### src/rtl/aes_input_block_buffer.sv
// -----------------------------------------------------------------------------
// aes_input_block_buffer
//
// Packs 32-bit data words from the AHB-lite slave write path (data window
// 0x40-0x7C) into 128-bit AES blocks. Completed blocks are queued in a
// DEPTH-entry FIFO, and the FIFO head is offered to the AES round core over
// a valid/ready handshake.
//
// Build option:
//   AES_INBUF_BYTE_SWAP_EN - when defined, each incoming word is byte-reversed
//                            before packing, for little-endian masters. Ports
//                            and timing are the same with or without it.
//
// Ports:
//   HCLK       in   1      system clock, rising edge
//   HRESETn    in   1      asynchronous active-low reset
//   wr_en      in   1      wr_word is valid this cycle
//   wr_word    in   32     data word; the first word of a block is bits [127:96]
//   clear      in   1      synchronous flush of the assembly reg, FIFO and flags
//   blk_valid  out  1      FIFO head holds a block
//   blk_data   out  128    FIFO head block (show-ahead), 0 when empty
//   blk_ready  in   1      core accepts the head block this cycle
//   blk_count  out  CNT_W  number of queued blocks, 0..DEPTH
//   word_idx   out  2      words already held in the current partial block
//   full       out  1      blk_count == DEPTH
//   overflow   out  1      sticky: a completed block was dropped
// -----------------------------------------------------------------------------
module aes_input_block_buffer #(
  parameter int DEPTH = 4,
  parameter int CNT_W = $clog2(DEPTH) + 1
) (
  input  logic             HCLK,
  input  logic             HRESETn,
  input  logic             wr_en,
  input  logic [31:0]      wr_word,
  input  logic             clear,
  output logic             blk_valid,
  output logic [127:0]     blk_data,
  input  logic             blk_ready,
  output logic [CNT_W-1:0] blk_count,
  output logic [1:0]       word_idx,
  output logic             full,
  output logic             overflow
);

  localparam int PTR_W = $clog2(DEPTH);

  logic [31:0]      word_in;
  logic [127:0]     asm_q;
  logic [127:0]     fifo_mem [DEPTH];
  logic [PTR_W-1:0] wr_ptr_q;
  logic [PTR_W-1:0] rd_ptr_q;
  logic [CNT_W-1:0] count_q;
  logic [1:0]       idx_q;
  logic             ovf_q;

  logic             take_word;
  logic             push_blk;
  logic             pop;
  logic             accept;
  logic             drop;
  logic [127:0]     new_blk;

`ifdef AES_INBUF_BYTE_SWAP_EN
  assign word_in = {wr_word[7:0], wr_word[15:8], wr_word[23:16], wr_word[31:24]};
`else
  assign word_in = wr_word;
`endif

  // Outputs come straight from registered state, so there is no
  // combinational path from wr_en to blk_valid.
  assign blk_valid = (count_q != '0);
  assign full      = (count_q == CNT_W'(DEPTH));
  assign blk_count = count_q;
  assign word_idx  = idx_q;
  assign overflow  = ovf_q;
  assign blk_data  = blk_valid ? fifo_mem[rd_ptr_q] : '0;

  // clear overrides both the write and the pop side.
  assign take_word = wr_en & ~clear;
  assign push_blk  = take_word & (idx_q == 2'd3);
  assign pop       = blk_valid & blk_ready & ~clear;
  // A pop on the same edge frees the slot, so a push into a full FIFO succeeds.
  assign accept    = push_blk & (~full | pop);
  assign drop      = push_blk & full & ~pop;
  assign new_blk   = {asm_q[127:32], word_in};

  // Block storage needs no reset: entries are only read while counted valid.
  always_ff @(posedge HCLK) begin
    if (accept) begin
      fifo_mem[wr_ptr_q] <= new_blk;
    end
  end

  always_ff @(posedge HCLK or negedge HRESETn) begin
    if (!HRESETn) begin
      asm_q    <= '0;
      idx_q    <= 2'd0;
      wr_ptr_q <= '0;
      rd_ptr_q <= '0;
      count_q  <= '0;
      ovf_q    <= 1'b0;
    end else if (clear) begin
      asm_q    <= '0;
      idx_q    <= 2'd0;
      wr_ptr_q <= '0;
      rd_ptr_q <= '0;
      count_q  <= '0;
      ovf_q    <= 1'b0;
    end else begin
      if (take_word) begin
        case (idx_q)
          2'd0:    asm_q[127:96] <= word_in;
          2'd1:    asm_q[95:64]  <= word_in;
          2'd2:    asm_q[63:32]  <= word_in;
          default: asm_q[31:0]   <= word_in;
        endcase
        idx_q <= idx_q + 2'd1;
      end

      if (accept) begin
        wr_ptr_q <= wr_ptr_q + 1'b1;
      end
      if (pop) begin
        rd_ptr_q <= rd_ptr_q + 1'b1;
      end

      if (accept && !pop) begin
        count_q <= count_q + CNT_W'(1);
      end else if (pop && !accept) begin
        count_q <= count_q - CNT_W'(1);
      end

      if (drop) begin
        ovf_q <= 1'b1;
      end
    end
  end

endmodule

### config.mk
export PLATFORM = sky130hd
export DESIGN_NAME = aes_input_block_buffer
export DESIGN_NICKNAME = d
export VERILOG_FILES = /design/src/rtl/aes_input_block_buffer.sv
export SDC_FILE = /design/constraint.sdc
export NUM_CORES = 1
export LEC_CHECK = 0
export CORE_MARGIN = 2
export CORE_UTILIZATION = 35
export CTS_CLUSTER_DIAMETER = 50
export CTS_CLUSTER_SIZE = 40
export DETAILED_ROUTE_END_ITERATION = 12
export SLEW_MARGIN = 20
export SYNTH_ARGS = -nofsm -noshare
export SYNTH_HDL_FRONTEND = slang
export SYNTH_SLANG_ARGS = --single-unit
### constraint.sdc
create_clock -name HCLK -period 4.49 [get_ports HCLK]
set_input_delay 0.898 -clock HCLK [delete_from_list [all_inputs] [get_ports HCLK]]
set_output_delay 0.898 -clock HCLK [all_outputs]
set_load 0.03 [all_outputs]
==> flow_metrics.env, run 1 <==
export IMPL_fp_dieH_um=265
export IMPL_portBuffers=172
export IMPL_synth_area_um2=23800
export IMPL_clock_latency_ps=570
export IMPL_h_tree_depth=2
export IMPL_reg2reg_from="word_idx[0]"
export IMPL_globalplace_congestion=0.721
export IMPL_drv_cap=0
export IMPL_grt_overflow=0
export IMPL_p_per_area_nw_per_um2=498
export IMPL_crit_fanout=64
export IMPL_initial_core_util_pct=35.4
export IMPL_final_nets=1509
export IMPL_period_needed_ps=3870
export IMPL_ys_ff_latch=618
export IMPL_nFillCells=5890
export IMPL_syn_avg_cell_area_um2=18.2
export IMPL_ys_warn_count=0
export IMPL_setup_violations=0
export IMPL_vias_per_cell=4.97
export IMPL_ff2ff_setup_slack_ps=1700
export IMPL_drtAntennaViolNets=0
export IMPL_die_w_um=265
export IMPL_cts_buffers=39
export IMPL_critical_path_class="flip-flop to output pin"
export IMPL_peakVddDrop_mv=0.271
export IMPL_rows=95
export IMPL_totalNegativeSetupSlack_ps=0
export IMPL_dieArea_um2=70000
export IMPL_ys_seq_area_share_pct=75.8
export IMPL_p_total_mw=13.9
export IMPL_worstSetupStartpointType="flip-flop"
export IMPL_syn_inst=1305
export IMPL_drt_wl_total_um=53300
export IMPL_syn_num_nets=1351
export IMPL_relSlewSlack_pct=36.4
export IMPL_yosysUniqueCellTypes=28
export IMPL_place_detailed_hpwl_um=31800
export IMPL_endpoint_kind="output pin"
export IMPL_final_cell_mix="edfxtp_1 (512), nand2_1 (194), clkdlybuf4s50_1 (170)"
export IMPL_track_usage_pct=15.1
export IMPL_area_growth_pct=17.4
export IMPL_wire_per_inst_um=22.5
export IMPL_worst_pin_slew_ps=954
export IMPL_fin_util_pct=41.6
export IMPL_path_clk_slew_ps=90
export IMPL_dr_pass1_iters=5
export IMPL_drv_slew=0
export IMPL_r2r_cells=9
export IMPL_postCtsHoldBufs=0
export IMPL_grt_first_pass_wirelength_um=79200
export IMPL_grt_max_degree=87
export IMPL_worst_r2r_endpoint="blk_count[2]"
export IMPL_p_leak_nw=9.31
export IMPL_core_area_um2=67200
export IMPL_finalHoldViolCount=0
export IMPL_worstPathArrival_ps=2970
export IMPL_initialDrtViolationCount=919
export IMPL_finalCritPeriodShare_pct=86.3
export IMPL_crit_required_ps=3590
export IMPL_drc=0
export IMPL_cts_sinks=618
export IMPL_final_setup_skew_ps=29.3
export IMPL_cts_resized=0
export IMPL_status="completed"
export IMPL_grt_setup_unrepaired="no"
export IMPL_holdWs_ps=400
export IMPL_min_path_type="input port to async pin"
export IMPL_drive_gt1_share_pct=15.7
export IMPL_cp_startpoint="blk_count[0]"
export IMPL_clock_path_buffers=3
export IMPL_root_buffer="clkbuf_16"
export IMPL_cts_tree="yes"
export IMPL_pin_count=173
export IMPL_final_common_cell="edfxtp_1"
export IMPL_antenna_found_initial=9
export IMPL_num_vias=11800
export IMPL_cts_setup_buffers=0
export IMPL_fmax_mhz=258
export IMPL_grt_pass1_vias=12100
flip-flops by register name, summed over array words and instances, names as in the netlist:
register,count
fifo_mem,512
asm_q,96
blk_count,3
rd_ptr_q,2
word_idx,2
wr_ptr_q,2
overflow,1
critical path, stage by stage (launching register included):
cell	delay, ps
dfrtp_1	470
or3_4	610
buf_4	400
and2_1	230
clkdlybuf4s50_1	690
Yosys cell counts:
cell type  instances  share of area [%]
a32oi_1            1              0.037
or3_1              3              0.079
o21a_1             1              0.032
xnor2_1            3               0.11
buf_4              1              0.032
nand2_1          196                3.1
clkbuf_1          37               0.58
inv_1              7               0.11
mux2_2             1              0.047
fa_1               1              0.084
mux4_2           128                 12
nand3_1            3              0.063
mux2i_1            3               0.13
a31oi_1            1              0.026
a21oi_1           98                2.1
dfrtp_1          106                 11
buf_6             11               0.52
nand2_2            1              0.026
buf_2             26               0.55
xor2_1             2              0.074
o31ai_1            2              0.063
nor2_1            12               0.19
buf_1              2              0.032
nor2b_1            1              0.026
ha_1               8               0.42
a21o_1             1              0.032
and2_1           137                3.6
edfxtp_1         512                 65
logic make-up after synthesis:
family / after synthesis / share of synthesized area, %
buf+inv: 84 / 1.83
simple gates: 353 / 7.09
fa+ha+maj: 9 / 0.505
mux: 132 / 12.3
xor+xnor: 5 / 0.184
compound gates: 104 / 2.25
flops: 618 / 75.8
layer usage:
layer	vias up	wire length, um	GRT usage (%)
li1	5256	-	-
met1	6173	24300	22.1
met2	294	25300	24.0
met3	53	2660	2.16
met4	0	926	3.69
met5	-	0	0
power by group:
part,total [mW],switching [mW],internal (mW)
Clock,3.99,2.11,1.88
Combinational,3.57,2.07,1.50
Sequential,6.34,0.0802,6.26
Total,13.9,4.26,9.64
area by class of cell:
type                    count  area, um^2  share of cell area, %
diodes                      5        12.5                 0.0448
clock buffers              42        1030                   3.69
clock inverters            29         375                   1.34
inverters                   7        26.3                 0.0941
multi-input cells         603        5330                   19.1
flip-flops and latches    618       18000                   64.6
well taps                 873        1090                   3.91
repair buffers            194        2010                   7.20
through the flow:
stage | cells | setup WS (ps) | cell area, um^2
6_report | 2371 | 617 | 27900
5_1_grt | 2368 | 397 | 27900
4_1_cts | 2366 | 534 | 27900
3_5_place_dp | 2295 | 753 | 26500
3_3_place_gp | 2295 | 767 | 26500
2_1_floorplan | 1305 | 726 | 23800
how the worst max path moves through the flow:
| stage | endpoint | slack [ps] | cells past startpoint |
|---|---|---|---|
| floorplan | fifo_mem[0][0] | 730 | 5 |
| finish | blk_data[107] | 620 | 4 |
| global route | blk_data[107] | 400 | 4 |
| global placement | fifo_mem[0][92] | 770 | 6 |
| detailed placement | fifo_mem[0][92] | 750 | 6 |
| CTS | blk_data[106] | 530 | 4 |
No activity file was read; power rests on OpenSTA's default activity.
==> inputs of run 2 (changes only) <==
- CORE_MARGIN: 2 -> not set
==> flow_metrics.env, run 2 (synthesis results as in run 1) <==
export IMPL_nFillCells=5853
export IMPL_peakVddDrop_mv=0.253
export IMPL_drc=0
export IMPL_clock_latency_ps=580
export IMPL_finalCritPeriodShare_pct=91.4
export IMPL_fmax_mhz=244
export IMPL_dr_pass1_iters=5
export IMPL_r2r_cells=7
export IMPL_place_detailed_hpwl_um=31900
export IMPL_drv_cap=0
export IMPL_area_growth_pct=18.2
export IMPL_root_buffer="clkbuf_16"
export IMPL_crit_end="blk_data[108]"
export IMPL_crit_fanout=26
export IMPL_final_cell_mix="edfxtp_1 (512), nand2_1 (195), clkdlybuf4s50_1 (170)"
export IMPL_final_setup_skew_ps=34.8
export IMPL_initial_core_util_pct=35.4
export IMPL_grt_setup_unrepaired="no"
export IMPL_regMostFlops="fifo_mem"
export IMPL_p_leak_nw=9.40
export IMPL_clock_path_buffers=3
export IMPL_place_ws_ps=724
export IMPL_ff2ff_setup_slack_ps=1780
export IMPL_dieArea_um2=69000
export IMPL_drv_slew=0
export IMPL_slowest_delay_ps=830
export IMPL_postCtsHoldBufs=0
export IMPL_initialDrtViolationCount=903
export IMPL_final_nets=1516
export IMPL_portBuffers=172
export IMPL_die_w_um=263
export IMPL_rows=95
export IMPL_fp_dieH_um=263
export IMPL_layout_setup_ws_ps=387
export IMPL_cts_resized=0
export IMPL_holdWs_ps=452
export IMPL_relSlewSlack_pct=35.4
export IMPL_worst_pin_slew_ps=968
export IMPL_slowest_stage="dfrtp_4"
export IMPL_largest_register_ffs=512
export IMPL_drive_gt1_share_pct=16.0
export IMPL_grt_max_degree=86
export IMPL_cts_tree="yes"
export IMPL_cpLargestDelayFamily="buffers and inverters"
export IMPL_status="completed"
export IMPL_p_total_mw=14.2
export IMPL_critical_path_class="flip-flop to output pin"
export IMPL_grt_pass1_vias=12300
export IMPL_cts_buffers=41
export IMPL_cp_depth=4
export IMPL_worst_r2r_endpoint="blk_count[2]"
export IMPL_period_needed_ps=4100
export IMPL_worstPathArrival_ps=3200
export IMPL_p_per_area_nw_per_um2=504
export IMPL_globalplace_congestion=0.720
export IMPL_crit_chain="buf_4 > mux4_2 > and2_1 > clkdlybuf4s50_1"
export IMPL_cts_setup_buffers=0
export IMPL_track_usage_pct=15.8
export IMPL_drtAntennaViolNets=0
export IMPL_grt_overflow=0
export IMPL_postPlaceCellArea_um2=26600
export IMPL_crit_required_ps=3590
export IMPL_endpoint_kind="output pin"
export IMPL_crit_buf_inv=2
export IMPL_h_tree_depth=2
export IMPL_final_area_um2=28100
export IMPL_cp_startpoint="rd_ptr_q[0]"
export IMPL_totalNegativeSetupSlack_ps=0
export IMPL_reg2reg_from="blk_count[0]"
export IMPL_antenna_found_initial=4
export IMPL_cts_sinks=618
export IMPL_vias_per_cell=4.99
export IMPL_wire_per_inst_um=22.7
export IMPL_num_vias=11900
export IMPL_drt_wl_total_um=54000
export IMPL_grt_first_pass_wirelength_um=81300
export IMPL_min_path_type="input port to async pin"
export IMPL_worstSetupStartpointType="flip-flop"
export IMPL_setup_violations=0
export IMPL_pin_count=173
export IMPL_final_common_cell="edfxtp_1"
export IMPL_finalHoldViolCount=0
export IMPL_core_area_um2=67200
export IMPL_path_clk_slew_ps=100
run 2: per-stage QoR:
step | std cells | util (%)
floorplan | 1305 | -
global placement | 2300 | 39.6
detailed placement | 2300 | 39.6
CTS | 2376 | 41.8
global route | 2376 | 41.8
finish | 2377 | 41.8
run 2: layer usage:
metal | track usage [%] | routed length [um]
met5 | 0 | 27
met4 | 3.02 | 677
met3 | 2.69 | 2740
met2 | 24.9 | 25700
met1 | 23.1 | 24800
run 2: how the worst min path moves through the flow:
stage | from | to | cells past startpoint
after floorplan | asm_q[100] | fifo_mem[0][100] | 0
after global placement | asm_q[52] | fifo_mem[1][52] | 0
after detailed placement | overflow | overflow | 2
after CTS | HRESETn | asm_q[35] | 1
after global routing | HRESETn | asm_q[110] | 1
final | HRESETn | asm_q[110] | 1
run 2: layout make-up:
| type | count | area, um^2 | area share, % |
|---|---|---|---|
| inverter | 7 | 26.3 | 0.0935 |
| sequential | 618 | 18000 | 64.2 |
| clock inverter | 27 | 342 | 1.22 |
| antenna | 1 | 2.50 | 0.00891 |
| tap | 873 | 1090 | 3.89 |
| timing repair buffer | 199 | 2120 | 7.56 |
| multi-input combinational | 603 | 5330 | 19.0 |
| clock buffer | 49 | 1150 | 4.09 |
run 2: power by group:
group	switching, mW	internal, mW
sequential	0.134	6.26
combinational	2.06	1.53
clock	2.02	2.16
